--- config.mk ---
export PLATFORM = sky130hd
export DESIGN_NAME = alu_sequencer
export DESIGN_NICKNAME = d
export VERILOG_FILES = /design/src/rtl/alu_seq_pkg.sv /design/src/rtl/alu_seq_pc.sv /design/src/rtl/alu_sequencer.sv
export SDC_FILE = /design/constraint.sdc
export NUM_CORES = 1
export LEC_CHECK = 0
export ABC_AREA = 1
export BUFFER_PORTS_ARGS = -buffer_cell sky130_fd_sc_hd__buf_2
export CAP_MARGIN = 20
export CORE_UTILIZATION = 56
export CTS_BUF_LIST = sky130_fd_sc_hd__clkbuf_16
export DETAILED_ROUTE_END_ITERATION = 8
export HOLD_SLACK_MARGIN = 0.03
export PLACE_DENSITY_LB_ADDON = 0.08
export RECOVER_POWER = 25
export SLEW_MARGIN = 20
export SYNTH_ARGS = -nofsm -noshare
export SYNTH_HDL_FRONTEND = slang
export SYNTH_SLANG_ARGS = --single-unit
--- constraint.sdc ---
create_clock -name clk -period 6.6 [get_ports clk]
set_clock_uncertainty 0.1 [all_clocks]
set_input_delay 1.32 -clock clk [delete_from_list [all_inputs] [get_ports clk]]
set_output_delay 1.32 -clock clk [all_outputs]
set_load 0.02 [all_outputs]
--- src/rtl/alu_seq_pkg.sv ---
// Shared encodings for the alu sequencer and its datapath.
package alu_seq_pkg;

    localparam int unsigned INSTR_W  = 16;
    localparam int unsigned OP_W     = 4;
    localparam int unsigned REG_AW   = 3;
    localparam int unsigned ALU_OP_W = 3;
    localparam int unsigned OFF9_W   = 9;

    // Instruction field bit positions
    localparam int unsigned OP_MSB  = 15;
    localparam int unsigned OP_LSB  = 12;
    localparam int unsigned RD_MSB  = 11;
    localparam int unsigned RD_LSB  = 9;
    localparam int unsigned RA_MSB  = 8;
    localparam int unsigned RA_LSB  = 6;
    localparam int unsigned RB_MSB  = 5;
    localparam int unsigned RB_LSB  = 3;
    localparam int unsigned IMM_MSB = 5;
    localparam int unsigned OFF_MSB = 8;

    // Opcodes with op[3] = 1; op[3] = 0 is an alu instruction
    localparam logic [OP_W-1:0] OP_NOP  = 4'b1000;
    localparam logic [OP_W-1:0] OP_LDI  = 4'b1001;
    localparam logic [OP_W-1:0] OP_BRZ  = 4'b1010;
    localparam logic [OP_W-1:0] OP_BRN  = 4'b1011;
    localparam logic [OP_W-1:0] OP_BRO  = 4'b1100;
    localparam logic [OP_W-1:0] OP_BRA  = 4'b1101;
    localparam logic [OP_W-1:0] OP_RSV  = 4'b1110;
    localparam logic [OP_W-1:0] OP_HALT = 4'b1111;

    // Write-back source select
    localparam logic WR_SEL_SUM = 1'b0;
    localparam logic WR_SEL_IMM = 1'b1;

    typedef enum logic [2:0] {
        ST_IDLE   = 3'd0,
        ST_FETCH  = 3'd1,
        ST_DECODE = 3'd2,
        ST_EXEC   = 3'd3,
        ST_WB     = 3'd4,
        ST_HALTED = 3'd5
    } state_e;

endpackage

--- src/rtl/alu_seq_pc.sv ---
// Program counter: clear, increment, or increment plus signed branch offset.
module alu_seq_pc
    import alu_seq_pkg::*;
#(
    parameter int unsigned PC_W = 8
) (
    input  logic              clk,
    input  logic              rst,
    input  logic              pc_clr,
    input  logic              pc_inc,
    input  logic              pc_br,
    input  logic [OFF9_W-1:0] off9,
    output logic [PC_W-1:0]   pc
);

    logic [PC_W-1:0] pc_q;
    logic [PC_W-1:0] pc_d;
    logic [PC_W-1:0] off_ext_c;

    // Next pc; all arithmetic wraps at PC_W bits
    always_comb begin
        off_ext_c = PC_W'($signed(off9));
        pc_d      = pc_q;
        if (pc_clr) begin
            pc_d = '0;
        end else if (pc_br) begin
            pc_d = pc_q + PC_W'(1) + off_ext_c;
        end else if (pc_inc) begin
            pc_d = pc_q + PC_W'(1);
        end
    end

    // pc register, synchronous active-low reset
    always_ff @(posedge clk) begin
        if (!rst) begin
            pc_q <= '0;
        end else begin
            pc_q <= pc_d;
        end
    end

    assign pc = pc_q;

endmodule

--- src/rtl/alu_sequencer.sv ---
// Multi-cycle control FSM running a program on the alu + register-file datapath.
module alu_sequencer
    import alu_seq_pkg::*;
#(
    parameter int unsigned DATA_W = 8,
    parameter int unsigned PC_W   = 8
) (
    input  logic                clk,
    input  logic                rst,
    input  logic                start,
    input  logic [INSTR_W-1:0]  instr,
    input  logic                z_flag,
    input  logic                n_flag,
    input  logic                o_flag,
    output logic [PC_W-1:0]     pc,
    output logic [REG_AW-1:0]   rf_ra,
    output logic [REG_AW-1:0]   rf_rb,
    output logic [REG_AW-1:0]   rf_wa,
    output logic                rf_we,
    output logic                wr_sel,
    output logic [DATA_W-1:0]   imm,
    output logic [ALU_OP_W-1:0] alu_op,
    output logic                alu_en,
    output logic                busy,
    output logic                halted
);

    state_e                state_q,  state_d;
    logic [INSTR_W-1:0]    ir_q,     ir_d;
    logic [REG_AW-1:0]     rf_ra_q,  rf_ra_d;
    logic [REG_AW-1:0]     rf_rb_q,  rf_rb_d;
    logic [REG_AW-1:0]     rf_wa_q,  rf_wa_d;
    logic                  rf_we_q,  rf_we_d;
    logic                  wr_sel_q, wr_sel_d;
    logic [DATA_W-1:0]     imm_q,    imm_d;
    logic [ALU_OP_W-1:0]   alu_op_q, alu_op_d;
    logic                  alu_en_q, alu_en_d;
    logic                  busy_q,   busy_d;
    logic                  halted_q, halted_d;

    logic                  pc_clr;
    logic                  pc_inc;
    logic                  pc_br;
    logic [OP_W-1:0]       op_c;

    assign op_c = ir_q[OP_MSB:OP_LSB];

    alu_seq_pc #(
        .PC_W (PC_W)
    ) u_pc (
        .clk    (clk),
        .rst    (rst),
        .pc_clr (pc_clr),
        .pc_inc (pc_inc),
        .pc_br  (pc_br),
        .off9   (ir_q[OFF_MSB:0]),
        .pc     (pc)
    );

    // Next state, pc control and next values of the registered outputs
    always_comb begin
        state_d  = state_q;
        ir_d     = ir_q;
        rf_ra_d  = rf_ra_q;
        rf_rb_d  = rf_rb_q;
        rf_wa_d  = rf_wa_q;
        imm_d    = imm_q;
        alu_op_d = alu_op_q;
        pc_clr   = 1'b0;
        pc_inc   = 1'b0;
        pc_br    = 1'b0;

        case (state_q)
            ST_IDLE, ST_HALTED: begin
                if (start) begin
                    pc_clr  = 1'b1;
                    state_d = ST_FETCH;
                end
            end
            ST_FETCH: begin
                // Operand fields are presented from DECODE on and held until the next fetch
                ir_d     = instr;
                rf_ra_d  = instr[RA_MSB:RA_LSB];
                rf_rb_d  = instr[RB_MSB:RB_LSB];
                alu_op_d = instr[OP_LSB+ALU_OP_W-1:OP_LSB];
                imm_d    = DATA_W'($signed(instr[IMM_MSB:0]));
                state_d  = ST_DECODE;
            end
            ST_DECODE: begin
                case (op_c)
                    OP_NOP, OP_RSV: begin
                        pc_inc  = 1'b1;
                        state_d = ST_FETCH;
                    end
                    OP_LDI:  state_d = ST_WB;
                    OP_BRZ: begin
                        pc_inc  = 1'b1;
                        pc_br   = z_flag;
                        state_d = ST_FETCH;
                    end
                    OP_BRN: begin
                        pc_inc  = 1'b1;
                        pc_br   = n_flag;
                        state_d = ST_FETCH;
                    end
                    OP_BRO: begin
                        pc_inc  = 1'b1;
                        pc_br   = o_flag;
                        state_d = ST_FETCH;
                    end
                    OP_BRA: begin
                        pc_inc  = 1'b1;
                        pc_br   = 1'b1;
                        state_d = ST_FETCH;
                    end
                    OP_HALT: state_d = ST_HALTED;
                    default: state_d = ST_EXEC;
                endcase
            end
            ST_EXEC: state_d = ST_WB;
            ST_WB: begin
                pc_inc  = 1'b1;
                state_d = ST_FETCH;
            end
            default: state_d = ST_IDLE;
        endcase

        if (state_d == ST_WB) begin
            rf_wa_d = ir_q[RD_MSB:RD_LSB];
        end

        rf_we_d  = (state_d == ST_WB);
        wr_sel_d = ((state_d == ST_WB) && (op_c == OP_LDI)) ? WR_SEL_IMM : WR_SEL_SUM;
        alu_en_d = (state_d == ST_EXEC);
        busy_d   = (state_d == ST_FETCH) || (state_d == ST_DECODE) ||
                   (state_d == ST_EXEC)  || (state_d == ST_WB);
        halted_d = (state_d == ST_HALTED);
    end

    // State, IR and output registers; reset aborts any instruction in flight
    always_ff @(posedge clk) begin
        if (!rst) begin
            state_q  <= ST_IDLE;
            ir_q     <= '0;
            rf_ra_q  <= '0;
            rf_rb_q  <= '0;
            rf_wa_q  <= '0;
            rf_we_q  <= 1'b0;
            wr_sel_q <= WR_SEL_SUM;
            imm_q    <= '0;
            alu_op_q <= '0;
            alu_en_q <= 1'b0;
            busy_q   <= 1'b0;
            halted_q <= 1'b0;
        end else begin
            state_q  <= state_d;
            ir_q     <= ir_d;
            rf_ra_q  <= rf_ra_d;
            rf_rb_q  <= rf_rb_d;
            rf_wa_q  <= rf_wa_d;
            rf_we_q  <= rf_we_d;
            wr_sel_q <= wr_sel_d;
            imm_q    <= imm_d;
            alu_op_q <= alu_op_d;
            alu_en_q <= alu_en_d;
            busy_q   <= busy_d;
            halted_q <= halted_d;
        end
    end

    assign rf_ra  = rf_ra_q;
    assign rf_rb  = rf_rb_q;
    assign rf_wa  = rf_wa_q;
    assign rf_we  = rf_we_q;
    assign wr_sel = wr_sel_q;
    assign imm    = imm_q;
    assign alu_op = alu_op_q;
    assign alu_en = alu_en_q;
    assign busy   = busy_q;
    assign halted = halted_q;

endmodule

==> impl_metrics.env, run 1 <==
export IMPL_p_comb_share_pct=30.6
export IMPL_clkPwrFrac_pct=31.1
export IMPL_synth_nets=313
export IMPL_cts_htree_levels=2
export IMPL_ys_seq_elements=35
export IMPL_grt_ovfl_total=0
export IMPL_synthAdderAreaFrac_pct=5.96
export IMPL_nFillCells=317
export IMPL_critical_path_class="input pin to flip-flop"
export IMPL_muxShareOfSynthArea_pct=0
export IMPL_fp_dieW_microns=62.0
export IMPL_worstSetupEndpointType="flip-flop"
export IMPL_ir_drop_mv=0.193
export IMPL_cp_arrival_ns=2.95
export IMPL_core_sq_mm=0.00339
export IMPL_critical_path_required_ns=6.70
export IMPL_area_delta_synth_final_pct=15.2
export IMPL_antennaDiodeCount=0
export IMPL_worstMarginPinSlew_ns=0.765
export IMPL_maxCapViolCount=0
export IMPL_worst_hold_path_type="flip-flop to flip-flop"
export IMPL_numCtsBuffers=5
export IMPL_fin_crit_ns=2.85
export IMPL_synth_simple_area_share_pct=26.8
export IMPL_wl_per_cell_microns=11.2
export IMPL_drc=0
export IMPL_grt_setup_unrepaired="no"
export IMPL_die_y_microns=62.0
export IMPL_grt_max_degree=24
export IMPL_postCtsHoldBufs=0
export IMPL_p_leak_nw=1.22
export IMPL_p_per_area_mw_per_mm2=304
export IMPL_cts_num_sinks=35
export IMPL_yosys_warnings=0
export IMPL_holdWs_ns=0.351
export IMPL_first_iter_violations=126
export IMPL_cts_resized=0
export IMPL_yosysSeqAreaShare_pct=34.8
export IMPL_setup_violations=0
export IMPL_routed_wl_mm=4.13
export IMPL_syn_inst=282
export IMPL_status="finished, final reports clean"
export IMPL_post_cts_buffers=0
export IMPL_io_pins=55
export IMPL_setup_ws_ns=3.75
export IMPL_die_area_sq_mm=0.00384
export IMPL_path_max_fanout=22
export IMPL_nets=351
export IMPL_cts_max_path_buffers=2
export IMPL_syn_cell_area_sq_mm=0.00201
export IMPL_drive_gt1_share_pct=23.7
export IMPL_rows=21
export IMPL_port_buffers=54
export IMPL_instances_no_fill=367
export IMPL_switching_share_pct=36.0
export IMPL_vias=1842
export IMPL_clkSlewWorstSetupHoldPaths_ns=0.05
export IMPL_firstDrtPassIters=4
export IMPL_max_freq_mhz=351
export IMPL_placed_cells=359
export IMPL_max_slew_margin_pct=49.0
export IMPL_grt_usage_pct=23.1
export IMPL_internal_power_w=0.000452
export IMPL_synth_top_family_by_area="simple AND/OR/NAND/NOR gates"
export IMPL_via_per_inst=5.02
export IMPL_grt_pass1_vias=1504
export IMPL_slew_violations=0
export IMPL_timing_final_crit_share_pct=43.1
export IMPL_cts_tree="done"
export IMPL_antenna_found_initial=0
export IMPL_hold_viol=0
export IMPL_initial_utilization_pct=59.4
export IMPL_dp_slack_ns=3.88
export IMPL_synth_distinct_cells=35
export IMPL_synth_compound_area_share_pct=14.4
export IMPL_finalSetupTns_ns=0
export IMPL_cts_root_buf="clkbuf_16"
export IMPL_synth_xor_area_share_pct=3.91
export IMPL_place_congestion=0.847
export IMPL_syn_area_per_cell_sq_um=7.14
export IMPL_switchingPower_w=0.000254
export IMPL_clk_insertion_delay_late_ns=0.27
export IMPL_ant_nets=0
export IMPL_hpwlAfterDp_mm=3.08
export IMPL_seqPwrFrac_pct=38.3
export IMPL_grt_pass1_wl_mm=6.47
export IMPL_start_kind="input pin"
[layout make-up]
type                       count  area, sq um  share of cell area [%]
multi-input combinational    191         1030                    44.3
sequential                    35          701                    30.2
timing repair buffer          54          269                    11.6
clock buffer                   5          125                    5.39
inverter                      33          124                    5.34
tap                           46         57.6                    2.48
clock inverter                 3         16.3                   0.701
[routing by layer]
layer  part of all wire (%)  global-route usage [%]
met3                    4.7                    6.42
met4                   0.99                    6.98
met5                      0                       0
met1                     51                    30.6
met2                     43                    36.5
[cell usage in the layout, fill, tap and decap left out, drive strengths merged, types with 3 or more instances in the layout]
cell type | Yosys | final
nand4 | 3 | 3
xor2 | 7 | 7
a21oi | 24 | 24
clkbuf | 2 | 6
buf | 21 | 53
ha | 8 | 8
nand2 | 54 | 54
nand3 | 22 | 22
dfxtp | 35 | 35
inv | 33 | 34
nor2 | 31 | 31
o21ai | 29 | 29
nor3 | 4 | 4
[through the flow]
step                      instance area, sq um  power [W]  utilization, %
after global placement                    2180   0.000487            64.3
final                                     2320   0.000706            68.5
after floorplan                           2010   0.000464               -
after detailed placement                  2180   0.000490            64.3
after global routing                      2320   0.000753            68.5
after CTS                                 2320   0.000710            68.5
[worst max-delay path, cell delays in order]
cell      delay, ns
clkbuf_1       0.56
inv_1          0.30
a21oi_1        0.46
inv_1          0.15
a31oi_1        0.15
[power by group through the flow]
stage | combinational [W] | clock (W) | sequential [W]
floorplan | 0.000188 | 0 | 0.000276
global placement | 0.000213 | 0 | 0.000274
detailed placement | 0.000216 | 0 | 0.000274
CTS | 0.000217 | 0.000224 | 0.000270
global route | 0.000244 | 0.000234 | 0.000275
finish | 0.000216 | 0.000220 | 0.000270
[state kept, by name (all words and copies together) (netlist names)]
register / count
u_pc.pc: 8
wr_sel: 1
rf_wa: 3
alu_en: 1
halted: 1
rf_we: 1
ir_q: 16
state_q: 3
busy: 1
[Yosys cell counts, drive strengths merged]
| cell | instances | area share [%] |
|---|---|---|
| clkbuf | 2 | 0.43 |
| xor2 | 7 | 3.0 |
| nand2 | 54 | 11 |
| o21ai | 29 | 7.6 |
| dfxtp | 35 | 35 |
| nor3 | 4 | 1.8 |
| or2 | 2 | 0.62 |
| fa | 1 | 0.99 |
| a31oi | 1 | 0.31 |
| ha | 8 | 5.0 |
| o211ai | 1 | 0.37 |
| a21oi | 24 | 6.1 |
| buf | 21 | 7.6 |
| nor2 | 31 | 6.3 |
| xnor2 | 2 | 0.87 |
| nand4 | 3 | 0.93 |
| inv | 33 | 6.1 |
| nand3 | 22 | 5.7 |
| nand3b | 2 | 0.75 |
[path summary, 6_finish.rpt]
kind                   start          to  slack [ns]  cells after the start
hold / removal       ir_q[9]     ir_q[9]        0.35                      2
hold reg to reg      ir_q[9]     ir_q[9]        0.35                      2
setup / recovery         rst  u_pc.pc[1]        3.75                      5
setup reg to reg  u_pc.pc[0]  u_pc.pc[7]        4.18                     15
[cells by family (layout without fill, tap and decap cells)]
logic type                 after synthesis  after routing
buffers and inverters                   56             95
and+or+nand+nor                        118            118
adders and majority gates                9              9
AOI/OAI and AO/OA                       55             55
DFF                                     35             35
xor gates and xnor gates                 9              9
Note: power is estimated with default switching activity, not from simulation.
==> run 2: changes to the inputs <==
- CORE_UTILIZATION: 56 -> 47
- clock period: 6.6 -> 2.6 ns (I/O delays scaled with it)
==> impl_metrics.env, run 2 (synthesized netlist as in run 1, its figures left out) <==
export IMPL_path_max_fanout=4
export IMPL_grt_ovfl_total=0
export IMPL_cts_root_buf="clkbuf_16"
export IMPL_worstSetupEndpointType="flip-flop"
export IMPL_area_delta_synth_final_pct=15.2
export IMPL_ant_nets=0
export IMPL_instances_no_fill=374
export IMPL_critical_path_required_ns=2.71
export IMPL_grt_pass1_wl_mm=6.78
export IMPL_die_y_microns=67.5
export IMPL_hold_viol=0
export IMPL_grt_usage_pct=20.4
export IMPL_port_buffers=54
export IMPL_firstDrtPassIters=4
export IMPL_fin_crit_ns=2.37
export IMPL_cts_tree="done"
export IMPL_largest_register_ffs=16
export IMPL_fp_dieW_microns=67.5
export IMPL_postCtsHoldBufs=0
export IMPL_max_slew_margin_pct=60.3
export IMPL_start_kind="flip-flop"
export IMPL_place_congestion=0.820
export IMPL_worst_hold_path_type="flip-flop to flip-flop"
export IMPL_die_area_sq_mm=0.00455
export IMPL_placed_cells=365
export IMPL_cp_arrival_ns=2.48
export IMPL_vias=1867
export IMPL_ir_drop_mv=0.418
export IMPL_reg2reg_from="u_pc.pc[1]"
export IMPL_min_path_cells=2
export IMPL_hpwlAfterDp_mm=3.13
export IMPL_hp_start="ir_q[9]"
export IMPL_grt_max_degree=24
export IMPL_antenna_found_initial=0
export IMPL_holdWs_ns=0.351
export IMPL_worstMarginPinSlew_ns=0.595
export IMPL_largest_register="ir_q"
export IMPL_drive_gt1_share_pct=20.4
export IMPL_final_core_util_pct=57.2
export IMPL_r2r_cells=15
export IMPL_cts_num_sinks=35
export IMPL_clk_insertion_delay_late_ns=0.28
export IMPL_final_cell_mix="nand2_1 (51), buf_2 (40), dfxtp_1 (34), inv_1 (29), nor2_1 (29)"
export IMPL_maxCapViolCount=0
export IMPL_nets=354
export IMPL_worstHoldEndpoint="ir_q[9]"
export IMPL_routed_wl_mm=4.24
export IMPL_dpl_cell_area_sq_mm=0.00220
export IMPL_drc=0
export IMPL_io_pins=55
export IMPL_stdcell_area_sq_mm=0.00232
export IMPL_initial_utilization_pct=49.6
export IMPL_core_sq_mm=0.00406
export IMPL_dp_slack_ns=0.265
export IMPL_setup_ws_ns=0.230
export IMPL_setup_violations=0
export IMPL_antennaDiodeCount=0
export IMPL_clkSlewWorstSetupHoldPaths_ns=0.05
export IMPL_grt_pass1_vias=1569
export IMPL_via_per_inst=4.99
export IMPL_first_iter_violations=94
export IMPL_status="finished, final reports clean"
export IMPL_numCtsBuffers=5
export IMPL_rows=23
export IMPL_timing_final_crit_share_pct=91.2
export IMPL_cts_max_path_buffers=2
export IMPL_slew_violations=0
export IMPL_wl_per_cell_microns=11.3
export IMPL_critical_path_class="flip-flop to flip-flop"
export IMPL_rrSetupSlack_ns=0.23
export IMPL_p_per_area_mw_per_mm2=778
export IMPL_max_freq_mhz=422
export IMPL_cts_htree_levels=2
export IMPL_p_leak_nw=1.17
export IMPL_final_common_cell="nand2_1"
export IMPL_rr_endpoint="u_pc.pc[7]"
[run 2: cell types whose count changed in the layout (fill, tap and decap cells not counted), moves of 2 or more]
cell,previous run,this run
buf_2,53,40
clkbuf_1,1,14
buf_4,0,3
nor3_1,1,3
[run 2: metrics by stage]
| stage | power (W) | setup TNS, ns |
|---|---|---|
| floorplan | 0.00118 | 0 |
| global placement | 0.00125 | 0 |
| detailed placement | 0.00125 | 0 |
| CTS | 0.00184 | 0 |
| global route | 0.00193 | -0.00990 |
| finish | 0.00181 | 0 |
[run 2: timing repair]
action,in CTS,in global routing
setup buffers,0,1
setup endpoints to repair,0,1
resized for setup,0,1
[run 2: worst max-delay path by stage]
stage	startpoint	cells after the start	endpoint
5_1_grt	u_pc.pc[1]	15	u_pc.pc[7]
4_1_cts	u_pc.pc[0]	15	u_pc.pc[7]
3_5_place_dp	u_pc.pc[0]	15	u_pc.pc[7]
2_1_floorplan	u_pc.pc[1]	15	u_pc.pc[7]
6_report	u_pc.pc[1]	15	u_pc.pc[7]
3_3_place_gp	u_pc.pc[0]	15	u_pc.pc[7]
[run 2: power breakdown]
part           internal (W)  switching, W
clock              0.000352      0.000230
sequential         0.000617     0.0000653
combinational      0.000177      0.000364
[run 2: layout make-up]
class / instances / area, sq um
well taps: 50 / 62.6
fillers: 437 / 1740
inverters: 33 / 124
clock inverters: 3 / 20.0
repair buffers: 57 / 275
multi-input cells: 191 / 1010
clock buffers: 5 / 125
flip-flops and latches: 35 / 702
[run 2: critical path, stage by stage, from the launching register on]
cell      delay (ns)
dfxtp_1         0.38
ha_1            0.20
nand3_1         0.11
nand3b_1        0.19
xor2_1          0.18
inv_1           0.08
ha_1            0.32
nand2_1         0.10
inv_1           0.05
a21oi_1         0.17
nand2_1         0.07
nand2_1         0.08
nand3_1         0.07
nand2_1         0.07
nand2_1         0.05
a21oi_1         0.11
[run 2: layer usage]
layer,GRT usage [%],vias up,wire (microns)
met5,0,-,0
met4,10.6,0,90
met3,5.74,9,212
met2,31.9,50,1850
met1,25.3,826,2080
li1,-,982,-
